--- src/rtl/instruction_fetch_ctrl.sv ---
// Instruction fetch front-end: owns the PC and issues single-outstanding bus reads.
// Optional FETCH_MISALIGN_CHECK_EN adds o_fetch_misalign and word-aligns jump targets.
module instruction_fetch_ctrl #(
    parameter int unsigned            InstDataBus = 32,
    parameter int unsigned            InstAddrBus = 32,
    parameter int unsigned            HoldFlagBus = 3,
    parameter logic [InstAddrBus-1:0] ResetAddr   = '0
) (
    input  logic                   i_clk,
    input  logic                   i_rst_n,
    input  logic                   i_jump_flag,
    input  logic [InstAddrBus-1:0] i_jump_addr,
    input  logic [HoldFlagBus-1:0] i_hold_flag,
    output logic                   o_ibus_req,
    output logic [InstAddrBus-1:0] o_ibus_addr,
    input  logic                   i_ibus_gnt,
    input  logic                   i_ibus_rvalid,
    input  logic [InstDataBus-1:0] i_ibus_rdata,
    output logic [InstDataBus-1:0] o_inst_data,
    output logic [InstAddrBus-1:0] o_inst_addr
`ifdef FETCH_MISALIGN_CHECK_EN
    ,
    output logic                   o_fetch_misalign
`endif
);

    localparam logic [HoldFlagBus-1:0] PcHold = HoldFlagBus'(1);
    localparam logic [HoldFlagBus-1:0] IfHold = HoldFlagBus'(2);
    localparam logic [InstDataBus-1:0] Nop    = InstDataBus'(32'h0000_0001);

    typedef enum logic [1:0] {
        IDLE,
        REQ,
        WAIT
    } state_e;

    state_e                 state_q, state_d;
    logic [InstAddrBus-1:0] pc_q, pc_d;
    logic [InstAddrBus-1:0] req_addr_q, req_addr_d;
    logic [InstDataBus-1:0] buf_data_q, buf_data_d;
    logic [InstAddrBus-1:0] buf_addr_q, buf_addr_d;
    logic                   buf_valid_q, buf_valid_d;
    logic                   discard_q, discard_d;
    logic                   pc_hold, if_hold;
    logic [InstAddrBus-1:0] jump_target;
`ifdef FETCH_MISALIGN_CHECK_EN
    logic                   misalign_q, misalign_d;
`endif

    assign pc_hold = (i_hold_flag >= PcHold);
    assign if_hold = (i_hold_flag >= IfHold);

`ifdef FETCH_MISALIGN_CHECK_EN
    assign jump_target = {i_jump_addr[InstAddrBus-1:2], 2'b00};
`else
    assign jump_target = i_jump_addr;
`endif

    always_comb begin
        state_d     = state_q;
        pc_d        = pc_q;
        req_addr_d  = req_addr_q;
        buf_data_d  = buf_data_q;
        buf_addr_d  = buf_addr_q;
        // the IF register takes the entry on every cycle it is not held
        buf_valid_d = buf_valid_q && if_hold;
        discard_d   = discard_q;
        o_ibus_req  = 1'b0;
`ifdef FETCH_MISALIGN_CHECK_EN
        misalign_d  = i_jump_flag && (i_jump_addr[1:0] != 2'b00);
`endif

        case (state_q)
            IDLE: state_d = REQ;
            REQ: begin
                o_ibus_req = !pc_hold && !i_jump_flag;
                if (o_ibus_req && i_ibus_gnt) begin
                    req_addr_d = pc_q;
                    pc_d       = pc_q + InstAddrBus'(4);
                    state_d    = WAIT;
                end
            end
            WAIT: begin
                if (i_ibus_rvalid) begin
                    state_d   = REQ;
                    discard_d = 1'b0;
                    if (!discard_q && !i_jump_flag) begin
                        buf_data_d  = i_ibus_rdata;
                        buf_addr_d  = req_addr_q;
                        buf_valid_d = 1'b1;
                    end
                end else if (i_jump_flag) begin
                    // response still in flight belongs to the old path
                    discard_d = 1'b1;
                end
            end
            default: state_d = IDLE;
        endcase

        if (i_jump_flag) begin
            pc_d        = jump_target;
            buf_valid_d = 1'b0;
        end
    end

    always_ff @(posedge i_clk or negedge i_rst_n) begin
        if (!i_rst_n) begin
            state_q     <= IDLE;
            pc_q        <= ResetAddr;
            req_addr_q  <= '0;
            buf_data_q  <= '0;
            buf_addr_q  <= '0;
            buf_valid_q <= 1'b0;
            discard_q   <= 1'b0;
`ifdef FETCH_MISALIGN_CHECK_EN
            misalign_q  <= 1'b0;
`endif
        end else begin
            state_q     <= state_d;
            pc_q        <= pc_d;
            req_addr_q  <= req_addr_d;
            buf_data_q  <= buf_data_d;
            buf_addr_q  <= buf_addr_d;
            buf_valid_q <= buf_valid_d;
            discard_q   <= discard_d;
`ifdef FETCH_MISALIGN_CHECK_EN
            misalign_q  <= misalign_d;
`endif
        end
    end

    assign o_ibus_addr = pc_q;
    assign o_inst_data = buf_valid_q ? buf_data_q : Nop;
    assign o_inst_addr = buf_valid_q ? buf_addr_q : '0;
`ifdef FETCH_MISALIGN_CHECK_EN
    assign o_fetch_misalign = misalign_q;
`endif

endmodule

--- config.mk ---
export PLATFORM = sky130hd
export DESIGN_NAME = instruction_fetch_ctrl
export DESIGN_NICKNAME = d
export VERILOG_FILES = /design/src/rtl/instruction_fetch_ctrl.sv
export SDC_FILE = /design/constraint.sdc
export NUM_CORES = 1
export LEC_CHECK = 0
export ABC_AREA = 0
export CAP_MARGIN = 15
export CORE_ASPECT_RATIO = 0.5
export CORE_MARGIN = 4
export CORE_UTILIZATION = 42
export CTS_CLUSTER_DIAMETER = 50
export DETAILED_ROUTE_END_ITERATION = 16
export GPL_TIMING_DRIVEN = 0
export PLACE_DENSITY_LB_ADDON = 0.1
export SETUP_SLACK_MARGIN = 0.3
export SYNTH_ARGS = -nofsm -noshare
export SYNTH_HDL_FRONTEND = slang
export SYNTH_SLANG_ARGS = --single-unit
--- constraint.sdc ---
create_clock -name i_clk -period 1.62 [get_ports i_clk]
set_input_delay 0.324 -clock i_clk [delete_from_list [all_inputs] [get_ports i_clk]]
set_output_delay 0.324 -clock i_clk [all_outputs]
set_load 0.05 [all_outputs]
==> impl_metrics.py, run 1 <==
metrics = {
    "outcome": {
        "status": "finished, violations left",
        "violations": "setup timing",
    },
    "sta": {
        "setup_violations": 137,
        "period_minus_slack_ns": 1.924,
        "relSlewSlack": 0.5470,
        "final.setup_skew_ns": 0.01558,
        "hold_ws_ns": 0.3370,
        "hold_violations": 0,
        "rsz0062_at_grt": "yes",
        "worst_slack_ns": -0.3037,
        "tightest_slew_ns": 0.6796,
        "max_freq_mhz": 519.8,
        "timing.final.crit_share": 1.187,
        "timing.final.max_slew_violations": 0,
    },
    "power": {
        "p_switching_mw": 2.859,
        "peakVddDrop_mv": 0.6262,
        "seq_power_share": 0.388,
        "switching_share": 0.2880,
        "combPwrFrac": 0.182,
        "leakagePower_nw": 5.765,
        "total_power_mw": 9.927,
        "internal_power_mw": 7.068,
        "power_frac_clock": 0.430,
        "power_density_nw_per_um2": 849.7,
    },
    "floorplan": {
        "fp-row-count": 30,
        "core_region_area_um2": 13810,
        "die_w_um": 177.7,
        "start_util": 0.4377,
        "dieArea_um2": 16490,
        "die-height_um": 92.84,
        "io_pins": 169,
    },
    "logic_synthesis": {
        "yosysSeqAreaShare": 0.5464,
        "synth_flop_cell": "dfrtp_1",
        "syn_area_um2": 6046,
        "ys_seq_elements": 132,
        "synth_cell_type_count": 49,
        "synth.avg_cell_area_um2": 10.51,
        "ys.warnings.count": 0,
        "synth_edf_count": 0,
        "synth_cells": 575,
        "ys_async_sr_fraction": 1.000,
        "syn-num-nets": 648,
    },
    "cells_and_area": {
        "seqCellArea_um2": 3338,
        "fillers": 617,
        "nNetsFinal": 971,
        "multi_input_area_um2": 3373,
        "drive_above_1_share": 0.6088,
        "area_growth_pct": 93.23,
        "diodes": 0,
    },
    "detailed_routing": {
        "vias": 6291,
        "via_per_inst": 5.709,
        "ant_nets": 0,
        "drc": 0,
        "routed_wl_um": 25790,
        "wl_per_cell_um": 23.41,
        "drt_iter0_markers": 672,
        "firstDrtPassIters": 5,
    },
    "worst_setup_path": {
        "required_ns": 1.90,
        "worstSetupPathType": "flip-flop to flip-flop",
        "cp_max_fo": 4,
        "critPathCaptureType": "flip-flop",
        "crit_arrival_ns": 2.20,
        "start_kind": "flip-flop",
    },
    "clock_tree": {
        "cts_buffers": 17,
        "cts_buffer_depth": 2,
        "tritoncts": "built",
        "clk_pin_slew_ns": 0.06,
        "insertion_delay_ns": 0.43,
        "root_buffer": "clkbuf_16",
        "htree_levels": 4,
        "cts_sinks": 132,
    },
    "global_route": {
        "grt_pass1_vias": 5826,
        "grtUsageTotal": 0.2535,
        "grt_pass1_wl_um": 32330,
        "grt_max_degree": 94,
        "overflow": 0,
        "antenna_found_initial": 0,
    },
    "flow_run": {
        "maxCapViolations": 0,
    },
    "placement": {
        "dp_hpwl_um": 12230,
        "io_buffers": 168,
        "dp_slack_ns": -0.9151,
        "gp_congestion": 0.8352,
    },
    "hold_path": {
        "hp-class": "primary input to flip-flop",
    },
}
==> cells in the final DEF, fill, tap and decap left out, types with 5 or more instances in the layout <==
cell type,synthesis,final
mux2_2,66,29
nand2_2,0,36
nand3_1,20,9
mux2_4,0,37
o211ai_1,9,9
inv_1,8,8
nand3_2,0,6
clkdlybuf4s50_1,0,66
buf_12,0,11
nand4_1,11,11
buf_8,0,57
buf_16,0,10
and2_2,0,10
dfrtp_2,0,28
nor2_1,17,12
clkbuf_16,0,29
nand2_4,1,18
dfrtp_1,132,104
nand3_4,0,5
buf_6,1,104
o311ai_1,1,6
o21ai_1,0,12
nand2_1,131,78
and2_4,0,46
and2_1,65,9
buf_4,4,65
==> cells in the mapped netlist, drive strengths merged, types with 3 or more instances <==
cell type | instances | share of area
clkbuf | 22 | 0.014
nand4 | 12 | 0.015
mux2 | 66 | 0.12
and2 | 65 | 0.067
a31oi | 3 | 0.0031
o211ai | 9 | 0.011
nand2 | 132 | 0.083
buf | 12 | 0.013
nor4 | 3 | 0.0066
inv | 8 | 0.0050
nand3 | 20 | 0.017
nor2 | 17 | 0.011
and3 | 4 | 0.0043
a21oi | 8 | 0.0066
o21ai | 22 | 0.018
dfrtp | 132 | 0.55
a32oi | 3 | 0.0043
o311ai | 9 | 0.013
nor3 | 4 | 0.0060
==> power by group through the flow <==
stage | clock network [mW] | logic [mW] | registers [mW]
2_1_floorplan | 0 | 0.359 | 4.07
6_report | 4.27 | 1.80 | 3.85
4_1_cts | 4.24 | 1.40 | 3.81
5_1_grt | 4.46 | 1.88 | 3.87
3_3_place_gp | 0 | 1.11 | 3.86
3_5_place_dp | 0 | 1.13 | 3.87
==> layer usage <==
metal | GRT usage | vias up | wire length, um
met2 | 0.4051 | 428 | 11820
met1 | 0.3316 | 3101 | 10550
met3 | 0.05791 | 135 | 2219
met5 | 0 | - | 0
li1 | - | 2627 | -
met4 | 0.1132 | 0 | 1202
==> flip-flops by register name (all words and copies together), names as in the netlist <==
signal	cells
buf_addr_q	32
buf_data_q	32
buf_valid_q	1
discard_q	1
o_ibus_addr	32
req_addr_q	32
state_q	2
==> kinds of logic (layout without fill, tap and decap cells) <==
logic type | Yosys count | count (layout) | share of synthesized area
DFF | 132 | 132 | 0.5464
AOI/OAI and AO/OA | 65 | 65 | 0.07161
xor gates and xnor gates | 2 | 2 | 0.002898
buffers and inverters | 42 | 377 | 0.03146
and+or+nand+nor | 266 | 266 | 0.2210
muxes | 67 | 67 | 0.1246
adders and majority gates | 1 | 1 | 0.002069
==> worst max-delay path, stage by stage, from the launching register on <==
cell and delay [ns]:
dfrtp_2 0.41, buf_6 0.11, nand4_1 0.20, nor3_4 0.32
buf_4 0.17, nand2_4 0.06, buf_6 0.13, o211ai_1 0.21
o311ai_1 0.17
==> final cells by class <==
| class | instances | share of cell area |
|---|---|---|
| Buffer | 34 | 0.04166 |
| Sequential cell | 132 | 0.2857 |
| Timing Repair Buffer | 304 | 0.3061 |
| Tap cell | 192 | 0.02056 |
| Inverter | 8 | 0.002570 |
| Clock inverter | 13 | 0.01703 |
| Multi-Input combinational cell | 401 | 0.2887 |
| Clock buffer | 18 | 0.03759 |
==> stage by stage <==
| stage | util | TNS (ns) | std cells | instance area [um^2] |
|---|---|---|---|---|
| after global placement | 0.6020 | -797.68 | 935 | 8315 |
| final | 0.8457 | -14.26 | 1102 | 11680 |
| after detailed placement | 0.6041 | -101.17 | 936 | 8344 |
| after global routing | 0.8457 | -19.69 | 1102 | 11680 |
| after floorplan | - | -1.619 | 575 | 6394 |
| after CTS | 0.7562 | -9.789 | 1045 | 10450 |
==> final timing paths <==
path / startpoint / end / slack [ns] / cells after the start
hold / removal: i_hold_flag[1] / buf_valid_q$_DFF_PN0_ / 0.34 / 3
setup / recovery: o_ibus_addr[3]$_DFFE_PN0P_ / o_ibus_addr[17]$_DFFE_PN0P_ / -0.30 / 8
max in group asynchronous: i_rst_n / o_ibus_addr[25]$_DFFE_PN0P_ / 0.54 / 3
min in group asynchronous: i_rst_n / buf_addr_q[25]$_DFFE_PN0P_ / 0.39 / 2
hold reg to reg: req_addr_q[1]$_DFFE_PN0P_ / req_addr_q[1]$_DFFE_PN0P_ / 0.47 / 2
setup reg to reg: o_ibus_addr[3]$_DFFE_PN0P_ / o_ibus_addr[17]$_DFFE_PN0P_ / -0.30 / 8
==> timing repair <==
action / 4_1_cts / 5_1_grt
gates resized for setup: 842 / 205
pin swaps: 63 / 65
setup endpoints to repair: 228 / 295
hold buffers: 1 / 0
cloned: 13 / 8
buffers inserted: 64 / 49
hold endpoints to repair: 39 / 0
Note: power is estimated with default switching activity, not from simulation.
==> inputs of run 2 (changes only) <==
clock period = 2.45 ns   (was 1.62 ns; I/O delays follow)
==> run 2 against run 1 <==
  * The flow now finishes without violations
  * Setup slack improved by 0.68 ns
  * Largest power group unchanged
  * Clock skew decreased by 0.0041 ns
  * Critical path type is now flip-flop to output pin
  * Largest cell class is now registers
  * Via count decreased by 20%
  * Final area decreased by 27%
  * Critical path depth decreased by 7
  * First-iteration DRC count decreased by 32%
==> impl_metrics.py, run 2 (synthesized netlist as in run 1, its figures left out) <==
metrics = {
    "outcome": {
        "status": "completed",
    },
    "placement": {
        "io_buffers": 168,
        "postPlaceCellArea_um2": 7996,
        "dp_hpwl_um": 12070,
        "gp_congestion": 0.8399,
    },
    "clock_tree": {
        "insertion_delay_ns": 0.42,
        "cts_buffers": 17,
        "clk_pin_slew_ns": 0.06,
        "htree_levels": 4,
        "cts_sinks": 132,
        "tritoncts": "built",
        "root_buffer": "clkbuf_16",
        "cts_buffer_depth": 2,
    },
    "global_route": {
        "grt_pass1_vias": 5078,
        "antenna_found_initial": 0,
        "grtUsageTotal": 0.2136,
        "overflow": 0,
        "grt_max_degree": 96,
        "grt_pass1_wl_um": 27590,
    },
    "detailed_routing": {
        "drc": 0,
        "firstDrtPassIters": 5,
        "drt_iter0_markers": 460,
        "vias": 5042,
        "via_per_inst": 5.166,
        "ant_nets": 0,
        "wl_per_cell_um": 17.59,
        "routed_wl_um": 17170,
    },
    "worst_setup_path": {
        "crit_end": "o_ibus_addr[21]",
        "worstPathCellList": "clkdlybuf4s50_1",
        "timing.rr.start": "state_q[1]$_DFFE_PN0P_",
        "slowest_stage": "clkdlybuf4s50_1",
        "cp_max_fo": 2,
        "cp-startpoint": "o_ibus_addr[21]$_DFFE_PN0P_",
        "r2r_end": "buf_addr_q[11]$_DFFE_PN0P_",
        "worst_r2r_path_depth": 5,
        "reg2reg_slack_ns": 0.43,
        "cp_num_buf_inv": 1,
        "critPathCaptureType": "output pin",
        "required_ns": 1.96,
        "worstSetupPathType": "flip-flop to output pin",
        "cpPeakStageDelay_ns": 0.81,
        "cp.depth": 1,
        "crit_arrival_ns": 1.59,
        "cp_top_family": "buffers and inverters",
        "start_kind": "flip-flop",
    },
    "floorplan": {
        "core_region_area_um2": 13810,
        "fp-row-count": 30,
        "dieArea_um2": 16490,
        "start_util": 0.4377,
        "die_w_um": 177.7,
        "io_pins": 169,
        "die-height_um": 92.84,
    },
    "power": {
        "total_power_mw": 5.960,
        "leakagePower_nw": 4.315,
        "peakVddDrop_mv": 0.4066,
        "power_density_nw_per_um2": 695.4,
    },
    "sta": {
        "timing.final.crit_share": 0.8480,
        "fin_setup_tns_ns": 0,
        "timing.final.max_slew_violations": 0,
        "tightest_slew_ns": 0.6113,
        "hold_violations": 0,
        "max_freq_mhz": 481.3,
        "relSlewSlack": 0.5925,
        "setup_violations": 0,
        "rsz0062_at_grt": "yes",
        "period_minus_slack_ns": 2.078,
        "final.setup_skew_ns": 0.01153,
    },
    "cells_and_area": {
        "fillers": 1202,
        "nNetsFinal": 844,
        "area_growth_pct": 41.76,
        "final_cell_mix": "dfrtp_1 (132), nand2_1 (131), clkdlybuf4s50_1 (71)",
        "drive_above_1_share": 0.2691,
        "layout_commonest_cell": "dfrtp_1",
        "design_area_um2": 8571,
        "diodes": 0,
    },
    "hold_path": {
        "hp-class": "primary input to flip-flop",
    },
    "flow_run": {
        "maxCapViolations": 0,
    },
}
run 2: routing by layer:
| layer | vias up | wire [um] | global-route usage | part of all wire |
|---|---|---|---|---|
| li1 | 2360 | - | - | - |
| met1 | 2464 | 7876 | 0.2996 | 0.46 |
| met2 | 196 | 7576 | 0.3268 | 0.44 |
| met3 | 22 | 1480 | 0.06158 | 0.086 |
| met4 | 0 | 237 | 0.05466 | 0.014 |
| met5 | - | 0 | 0 | 0 |
run 2: final cells by class:
type / count / area [um^2] / area share
timing repair buffer: 177 / 1574 / 0.1836
sequential: 132 / 3303 / 0.3854
multi-input combinational: 401 / 2587 / 0.3019
clock buffer: 18 / 439.2 / 0.05124
buffer: 34 / 197.7 / 0.02307
tap: 192 / 240.2 / 0.02803
clock inverter: 14 / 198.9 / 0.02321
inverter: 8 / 30.03 / 0.003504
run 2: how the worst min path moves through the flow:
stage,startpoint,end,slack [ns],cells past startpoint
global route,i_hold_flag[1],buf_valid_q$_DFF_PN0_,0.46,3
global placement,req_addr_q[4]$_DFFE_PN0P_,req_addr_q[4]$_DFFE_PN0P_,0.46,2
detailed placement,i_rst_n,buf_data_q[23]$_DFFE_PN0P_,0.42,1
floorplan,i_rst_n,buf_addr_q[0]$_DFFE_PN0P_,0.19,0
finish,i_hold_flag[1],buf_valid_q$_DFF_PN0_,0.43,3
CTS,req_addr_q[10]$_DFFE_PN0P_,req_addr_q[10]$_DFFE_PN0P_,0.47,2
run 2: power by group:
group | internal, mW | total (mW) | switching, mW | leakage [nW]
registers | 2.36 | 2.51 | 0.147 | 1.75
clock network | 1.74 | 2.75 | 1.00 | 0.312
logic | 0.276 | 0.706 | 0.430 | 2.26
total | 4.38 | 5.96 | 1.58 | 4.32
run 2: repair_timing:
item | in CTS | in global routing
pin swaps | 3 | 4
resized for setup | 355 | 49
endpoints found under the setup margin | 184 | 135
buffers inserted | 3 | 4
hold buffers | 1 | 0
endpoints found under the hold margin | 37 | 0
run 2: metrics by stage:
| stage | setup slack (ns) | util | hold slack [ns] | std cells |
|---|---|---|---|---|
| after floorplan | 0.3058 | - | 0.1944 | 575 |
| after global placement | -4.564 | 0.5768 | 0.4562 | 935 |
| after detailed placement | -0.4370 | 0.5789 | 0.4220 | 936 |
| after CTS | 0.1534 | 0.6139 | 0.4746 | 972 |
| after global routing | 0.2929 | 0.6205 | 0.4555 | 976 |
| final | 0.3724 | 0.6205 | 0.4317 | 976 |
run 2: worst reg2reg max path, delay by kind of cell, from the launching register on:
family | cells | cell delay (ns)
mux | 1 | 0.38
flops | 1 | 0.41
buf+inv | 2 | 0.69
simple gates | 2 | 0.42
